### src/rtl/burst_fetch128.sv
`default_nettype none
// ============================================================================
// Module   : burst_fetch128
// Purpose  : Wishbone read initiator. Fetches one aligned line of BLEN
//            WID-bit beats with an incrementing burst, assembles the beats
//            into one line and signals it with a one-cycle valid pulse.
// Ports    : clk_i, rst_ni       - clock, asynchronous active-low reset
//            req_i, req_adr_i    - line request and any byte address in line
//            req_rdy_o           - idle, request is taken this cycle
//            line_o, line_vld_o  - assembled line (beat 0 in low bits), pulse
//            err_o               - abort pulse (watchdog builds only)
//            cyc_o, stb_o, we_o, cti_o, adr_o, ack_i, dat_i - Wishbone master
// Options  : BURST_FETCH_TIMEOUT_EN - adds an ack watchdog of TMO cycles and
//            the ERR state; otherwise a burst waits for acks indefinitely.
// Revision : 1.0 - initial release
// ============================================================================
module burst_fetch128 #(
    parameter int WID  = 128,
    parameter int BLEN = 4,
    parameter int AWID = 18,
    parameter int TMO  = 64
) (
    input  logic                clk_i,
    input  logic                rst_ni,
    input  logic                req_i,
    input  logic [AWID-1:0]     req_adr_i,
    output logic                req_rdy_o,
    output logic [BLEN*WID-1:0] line_o,
    output logic                line_vld_o,
    output logic                err_o,
    output logic                cyc_o,
    output logic                stb_o,
    output logic                we_o,
    output logic [2:0]          cti_o,
    output logic [AWID-1:0]     adr_o,
    input  logic                ack_i,
    input  logic [WID-1:0]      dat_i
);

    localparam int c_beat_w = $clog2(BLEN);
    localparam int c_byte_w = $clog2(WID / 8);
    localparam int c_off_w  = c_beat_w + c_byte_w;
    localparam logic [AWID-1:0]     c_line_mask = {{(AWID - c_off_w){1'b1}}, {c_off_w{1'b0}}};
    localparam logic [c_beat_w-1:0] c_last_beat = c_beat_w'(BLEN - 1);

`ifdef BURST_FETCH_TIMEOUT_EN
    typedef enum logic [1:0] {
        S_IDLE  = 2'd0,
        S_BURST = 2'd1,
        S_DONE  = 2'd2,
        S_ERR   = 2'd3
    } state_t;
`else
    typedef enum logic [1:0] {
        S_IDLE  = 2'd0,
        S_BURST = 2'd1,
        S_DONE  = 2'd2
    } state_t;
`endif

    state_t                 r_state;
    state_t                 w_state_nxt;
    logic [AWID-1:0]        r_base;
    logic [c_beat_w-1:0]    r_beat;
    logic [BLEN*WID-1:0]    r_line;
    logic                   w_last;
    logic                   w_tmo_hit;

    assign w_last = (r_beat == c_last_beat);

`ifdef BURST_FETCH_TIMEOUT_EN
    localparam int c_tmo_w = (TMO > 2) ? $clog2(TMO) : 1;
    localparam logic [c_tmo_w-1:0] c_tmo_last = c_tmo_w'(TMO - 1);

    logic [c_tmo_w-1:0] r_tmo;

    // Idle cycles since burst entry or the most recent ack. Holding it at
    // zero outside BURST gives the clear-on-entry behaviour for free.
    always_ff @(posedge clk_i or negedge rst_ni) begin
        if (!rst_ni) begin
            r_tmo <= '0;
        end else if (r_state != S_BURST || ack_i) begin
            r_tmo <= '0;
        end else begin
            r_tmo <= r_tmo + 1'b1;
        end
    end

    assign w_tmo_hit = (r_state == S_BURST) && !ack_i && (r_tmo == c_tmo_last);
    assign err_o     = (r_state == S_ERR);
`else
    logic w_unused_tmo;
    assign w_unused_tmo = (TMO > 0);
    assign w_tmo_hit    = 1'b0;
    assign err_o        = 1'b0;
`endif

    // State register
    always_ff @(posedge clk_i or negedge rst_ni) begin
        if (!rst_ni) begin
            r_state <= S_IDLE;
        end else begin
            r_state <= w_state_nxt;
        end
    end

    // Next-state logic
    always_comb begin
        w_state_nxt = r_state;
        case (r_state)
            S_IDLE:  if (req_i) w_state_nxt = S_BURST;
            S_BURST: begin
                if (ack_i && w_last) begin
                    w_state_nxt = S_DONE;
                end else if (w_tmo_hit) begin
`ifdef BURST_FETCH_TIMEOUT_EN
                    w_state_nxt = S_ERR;
`else
                    w_state_nxt = S_BURST;
`endif
                end
            end
            S_DONE:  w_state_nxt = S_IDLE;
            default: w_state_nxt = S_IDLE;
        endcase
    end

    // Line base, beat counter and beat assembly. The beat counter is exactly
    // log2(BLEN) bits wide, so it wraps inside the line and the address can
    // never carry into the line-select bits.
    always_ff @(posedge clk_i or negedge rst_ni) begin
        if (!rst_ni) begin
            r_base <= '0;
            r_beat <= '0;
            r_line <= '0;
        end else if (r_state == S_IDLE && req_i) begin
            r_base <= req_adr_i & c_line_mask;
            r_beat <= '0;
        end else if (r_state == S_BURST && ack_i) begin
            r_line[r_beat*WID +: WID] <= dat_i;
            r_beat                    <= r_beat + 1'b1;
        end
    end

    // Bus and client outputs decode only flops, never a combinational input.
    assign cyc_o      = (r_state == S_BURST);
    assign stb_o      = (r_state == S_BURST);
    assign we_o       = 1'b0;
    assign cti_o      = (r_state != S_BURST) ? 3'b000 :
                        (w_last ? 3'b111 : 3'b010);
    assign adr_o      = r_base | {{(AWID - c_off_w){1'b0}}, r_beat, {c_byte_w{1'b0}}};
    assign req_rdy_o  = (r_state == S_IDLE);
    assign line_vld_o = (r_state == S_DONE);
    assign line_o     = r_line;

endmodule
`default_nettype wire
### config.mk
export PLATFORM = sky130hd
export DESIGN_NAME = burst_fetch128
export DESIGN_NICKNAME = d
export VERILOG_FILES = /design/src/rtl/burst_fetch128.sv
export SDC_FILE = /design/constraint.sdc
export NUM_CORES = 1
export LEC_CHECK = 0
export CAP_MARGIN = 10
export CORE_AREA = 2 2 270 272
export CTS_BUF_LIST = sky130_fd_sc_hd__clkbuf_4 sky130_fd_sc_hd__clkbuf_8
export CTS_CLUSTER_DIAMETER = 150
export DETAILED_ROUTE_END_ITERATION = 10
export DIE_AREA = 0 0 272 274
export PLACE_DENSITY_LB_ADDON = 0.05
export SKIP_CTS_REPAIR_TIMING = 1
export SYNTH_ARGS = -nofsm -noshare
export SYNTH_HDL_FRONTEND = slang
export SYNTH_SLANG_ARGS = --single-unit
### constraint.sdc
create_clock -name clk_i -period 2.41 [get_ports clk_i]
set_clock_uncertainty 0.2 [all_clocks]
set_input_delay 0.482 -clock clk_i [delete_from_list [all_inputs] [get_ports clk_i]]
set_output_delay 0.482 -clock clk_i [all_outputs]
set_load 0.1 [all_outputs]
==> flow_summary.yaml <==
placement:
  port_buffers: 676
  hpwl_mm: 54.8
  placedCellCount: 3073
  place.gp.congestion: 0.777
sta:
  setup_ws_ns: -0.0568
  slew_violations: 0
  fin_crit_sh: 1.02
  fmax_mhz: 405
  finalCriticalPeriod_ns: 2.47
  finalHoldViolations: 0
  rsz0062_at_grt: "true"
  setup_viol: 2
worst_setup_path:
  crit_type: "flip-flop to output port"
  path_buf_inv: 2
  path_cells: "buf_6 -> ha_4 -> and2_4 -> buf_12"
  critPathMaxFanout: 6
  cp.depth: 4
  cp_slowest_cell: "dfrtp_4"
  setup.worst_path.end_class: "output port"
  crit_family: "flip-flops"
  max_stage_delay_ns: 0.48
  cp.arrival_ns: 1.78
  cp-start-kind: "flip-flop"
  crit_required_ns: 1.73
  ff2ff_path_depth: 8
floorplan:
  die_w_um: 272
  dieArea_um2: 74500
  die-height_um: 274
  io_pins: 689
  start_util: 0.266
  fp-row-count: 99
  core_um2: 72000
cts:
  clockBufferDepth: 3
  clock_sinks: 528
  clock_latency_ns: 0.68
  numCtsBuffers: 95
  htreeDepth: 3
  cts_root_buf: "clkbuf_8"
  cts_tree: "yes"
  path_clk_slew_ns: 0.07
global_routing:
  first_global_vias: 15900
  grt_overflow_total: 0
  grt_usage: 0.207
  grt_pass1_wl_mm: 115
  grt_max_degree: 74
  antenna_found_initial: 8
yosys:
  yosysUniqueCellTypes: 27
  synth_cells: 1477
  synth_area_um2: 19200
  ys_warn_count: 0
  avgSynthCellArea_um2: 13.0
  yosysSeqAreaShare: 0.689
  ys_ff_latch: 528
layout:
  final_cell_mix: "580 x buf_4, 524 x dfrtp_1, 384 x a22o_1"
  layout-drive-gt1-share: 0.366
  fin_nets: 2384
  final_common_cell: "buf_4"
  syn_to_final_growth_pct: 51.2
  instances_no_fill: 3267
outcome:
  outcome: "finished, violations left"
  violations: "negative setup slack"
routing:
  wl_per_cell_um: 24.4
  ant_nets: 0
  drtPass1Iterations: 5
  routed_via_density: 4.68
  postRouteWirelength_mm: 79.8
  drt_iter0_drc: 916
  vias: 15300
  drc: 0
run:
  drv_cap: 0
hold_path:
  hold_path_class: "primary input to asynchronous set/reset pin"
## sequential cells by signal, summed over array words and instances, names as in the netlist
register,cells
r_beat,2
r_base,12
r_state,2
line_o,512
## cells in the mapped netlist
| cell | instances | area share |
|---|---|---|
| and2_1 | 2 | 0.00065 |
| nor2_1 | 5 | 0.00098 |
| clkbuf_1 | 66 | 0.013 |
| o21ai_0 | 128 | 0.033 |
| buf_2 | 54 | 0.014 |
| nand3_1 | 1 | 0.00026 |
| xnor2_1 | 1 | 0.00046 |
| nand3b_1 | 1 | 0.00039 |
| ha_1 | 5 | 0.0033 |
| nor3_2 | 1 | 0.00052 |
| nand2_1 | 257 | 0.050 |
| or3b_1 | 1 | 0.00046 |
| a22o_1 | 384 | 0.18 |
| dfrtp_1 | 528 | 0.69 |
| mux2_2 | 12 | 0.0070 |
| conb_1 | 1 | 0.00020 |
| nor4_1 | 1 | 0.00033 |
| nand2b_1 | 1 | 0.00033 |
| and4bb_2 | 1 | 0.00065 |
| nor2b_1 | 2 | 0.00065 |
| buf_4 | 11 | 0.0043 |
| buf_1 | 4 | 0.00078 |
| nand4b_1 | 4 | 0.0018 |
| nor3_1 | 1 | 0.00026 |
| mux2i_1 | 1 | 0.00052 |
| a21o_1 | 1 | 0.00039 |
| inv_1 | 3 | 0.00059 |
## through the flow
stage	setup TNS (ns)	hold WS [ns]	util	instance area [um^2]	worst slack (ns)
after CTS	-1.14	-0.592	0.399	28700	-0.262
final	-0.113	0.0684	0.403	29000	-0.0568
after global placement	-7.95	0.196	0.370	26600	-0.0661
after floorplan	-0.266	-0.0136	-	19200	-0.147
after detailed placement	-13.38	0.192	0.370	26600	-0.0879
after global routing	-0.611	0.0565	0.403	29000	-0.134
## layer usage
metal  global-route usage  vias up  routed length, um
met5                    0        -                 16
met4               0.0761        2               2240
met3               0.0689      112               6220
met2                0.336      525              38300
met1                0.257     7793              33000
li1                     -     6858                  -
## final cells by class
class,instances,area [um^2]
timing repair buffer,785,6990
fill,6963,43000
sequential,528,13200
inverter,3,13.8
clock inverter,16,180
tap,959,1200
clock buffer,153,1920
multi-input combinational,816,5450
antenna,7,17.5
## cell families (layout without fill, tap and decap cells)
logic type,count (synthesis),in the layout,synth area share
XOR/XNOR,1,1,0.000457
multiplexers,13,13,0.00757
adder cells (fa/ha/maj),5,5,0.00326
buffers and inverters,138,957,0.0327
AND/OR/NAND/NOR,278,278,0.0576
other,1,13,0.000196
flip-flops,528,528,0.689
AO/OA/AOI/OAI,513,513,0.209
## final timing paths
kind	slack (ns)	from	endpoint
max in group asynchronous	1.10	rst_ni	line_o[88]
hold / removal	0.07	rst_ni	line_o[264]
setup / recovery	-0.06	r_beat[0]	cti_o[0]
setup reg to reg	0.04	r_beat[0]	line_o[397]
hold reg to reg	0.28	line_o[20]	line_o[20]
min in group clk_i	0.21	req_adr_i[15]	r_base[15]
Power is left out: the tool's default activity adds up to more than one toggle a clock period on the data nets, which glitch-free logic cannot reach.
==> RTL change, RTL diff (config.mk and constraints unchanged) <==
`BLEN`: 4 -> 2.
--- a/src/rtl/burst_fetch128.sv
+++ b/src/rtl/burst_fetch128.sv
@@ -16,7 +16,7 @@
 // ============================================================================
 module burst_fetch128 #(
     parameter int WID  = 128,
-    parameter int BLEN = 4,
+    parameter int BLEN = 2,
     parameter int AWID = 18,
     parameter int TMO  = 64
 ) (
Ports: changed (resized line_o); port bits go from 689 to 433. The function was not compared with the original's and may differ.
==> RTL change against the original RTL <==
  * Via count shrank 55%
  * Setup slack gained 0.12 ns
  * Synthesized area shrank 47%
  * Wire length shrank 55%
  * Cell area shrank 43%
  * Sequential cell count shrank 256
  * Die area is the same
Power is left out: the tool's default activity adds up to more than one toggle a clock period on the data nets, which glitch-free logic cannot reach.
==> RTL change: results (changes against the original RTL) <==
WL/cell 17.33 um (-29%); Clock transition at path regs around 0.06 ns; Clock Path Buffers 3 (unchanged); CTS root buffer clkbuf_8; layout cells sized above 1 53.40% (+17 points); Skew-Pair Late Insertion Delay 0.61 ns (-0.07 ns); class of the worst hold path in2async; Worst path top cell family by delay flip-flops; Synth top cells by count dfrtp_1, mux2_2, mux2_1; Pre-Repair DR Iteration Count 4 (-1); max reg flops 256 (-50%); global-route wire length before repair 53330 um (-54%); GRT Total Usage 9.592% (-11 points); Yosys cell types 19 (-30%); gp weighted congestion 0.6779 (-13%); Worst path slowest cell dfrtp_2; Num CTS Buffers 59 (-38%); vias in the first global route 7954 (-50%); Cells after DPL 1982 (-36%); dpl ws 0.009900 ns (+0.09781 ns); status complete, no violations; post-DR vias/cell 3.287 (-30%); Critical Path Max Stage Delay 0.44 ns (-0.04 ns); ranking of synthesized cells by area dfrtp_1, mux2_2, mux2_1, buf_6, buf_4; pin count of the biggest net entering global routing 62 (-16%); initial DRC count 130 (-86%); initial antenna violation count 7 (-1); Max H-tree Level 2 (-1); Post-Layout Cell Count 2091 (-36%); mean area per synthesized cell 17.23 um^2 (+33%); warnings from Yosys 0 (unchanged); Async S/R FF share, synth 100.0% (unchanged); sequential area share after synthesis 66.50% (-2.4 points); crit path DAT 1.67 ns (-0.11 ns); path depth of the worst reg2reg path 5 (-3); grt total ovfl 0 (unchanged); nets@finish 1241 (-48%); port bufs 421 (-38%); CTS tree done; DP HPWL 26790 um (-51%); Worst Path Max Fanout 4 (-2)
## RTL change: cell types whose count changed in the layout (fill, tap and decap cells not counted), moves of 4 or more
cell	before	now
inv_8	4	0
clkbuf_8	123	76
buf_4	580	303
dfrtp_1	524	270
diode_2	7	1
nand2_1	257	0
a22o_1	384	0
o21ai_0	128	0
mux2_1	0	101
clkinv_2	9	4
buf_6	6	0
buf_12	51	23
clkbuf_4	30	20
mux2_2	12	168
## RTL change: final timing paths
path	to	slack, ns	start
worst max register to register	line_o[58]	0.41	r_state[1]
max in group asynchronous	line_o[115]	1.15	rst_ni
min in group clk_i	line_o[96]	0.28	dat_i[96]
worst min-delay path	line_o[85]	0.11	rst_ni
worst max-delay path	cti_o[0]	0.06	r_state[1]
worst min register to register	line_o[49]	0.28	line_o[49]
## RTL change: worst register-to-register path, delay by kind of cell, from the launching register on
kind / cells / cell delay (ns)
buffers and inverters: 3 / 0.50
flip-flops: 1 / 0.44
multiplexers: 1 / 0.36
AND/OR/NAND/NOR: 1 / 0.37
## RTL change: final cells by class
type,count,area (um^2)
Antenna cell,1,2.502
Clock buffer,96,1196
Clock inverter,5,50.05
Fill cell,7690,55360
Inverter,1,3.754
Multi-Input combinational cell,286,3158
Sequential cell,272,6809
Tap cell,959,1200
Timing Repair Buffer,471,4192
## RTL change: layer usage
layer	wire, um	GRT usage, %
met3	3518	4.519
met2	18130	16.35
met1	13470	10.30
met5	75	0
met4	1040	3.687
## RTL change: through the flow
stage / util, % / area [um^2]
2_1_floorplan: - / 10270
3_3_place_gp: 21.26 / 15300
3_5_place_dp: 21.26 / 15300
4_1_cts: 22.99 / 16550
5_1_grt: 23.08 / 16610
6_report: 23.08 / 16610
## RTL change: cells by family (layout without fill, tap and decap cells)
kind of cell | after synthesis | in the layout | share of synthesized area (%)
other | 1 | 7 | 0.03664
muxes | 269 | 269 | 29.59
AOI/OAI and AO/OA | 3 | 3 | 0.2201
buffers and inverters | 41 | 573 | 3.019
and+or+nand+nor | 8 | 8 | 0.6356
DFF | 272 | 272 | 66.50
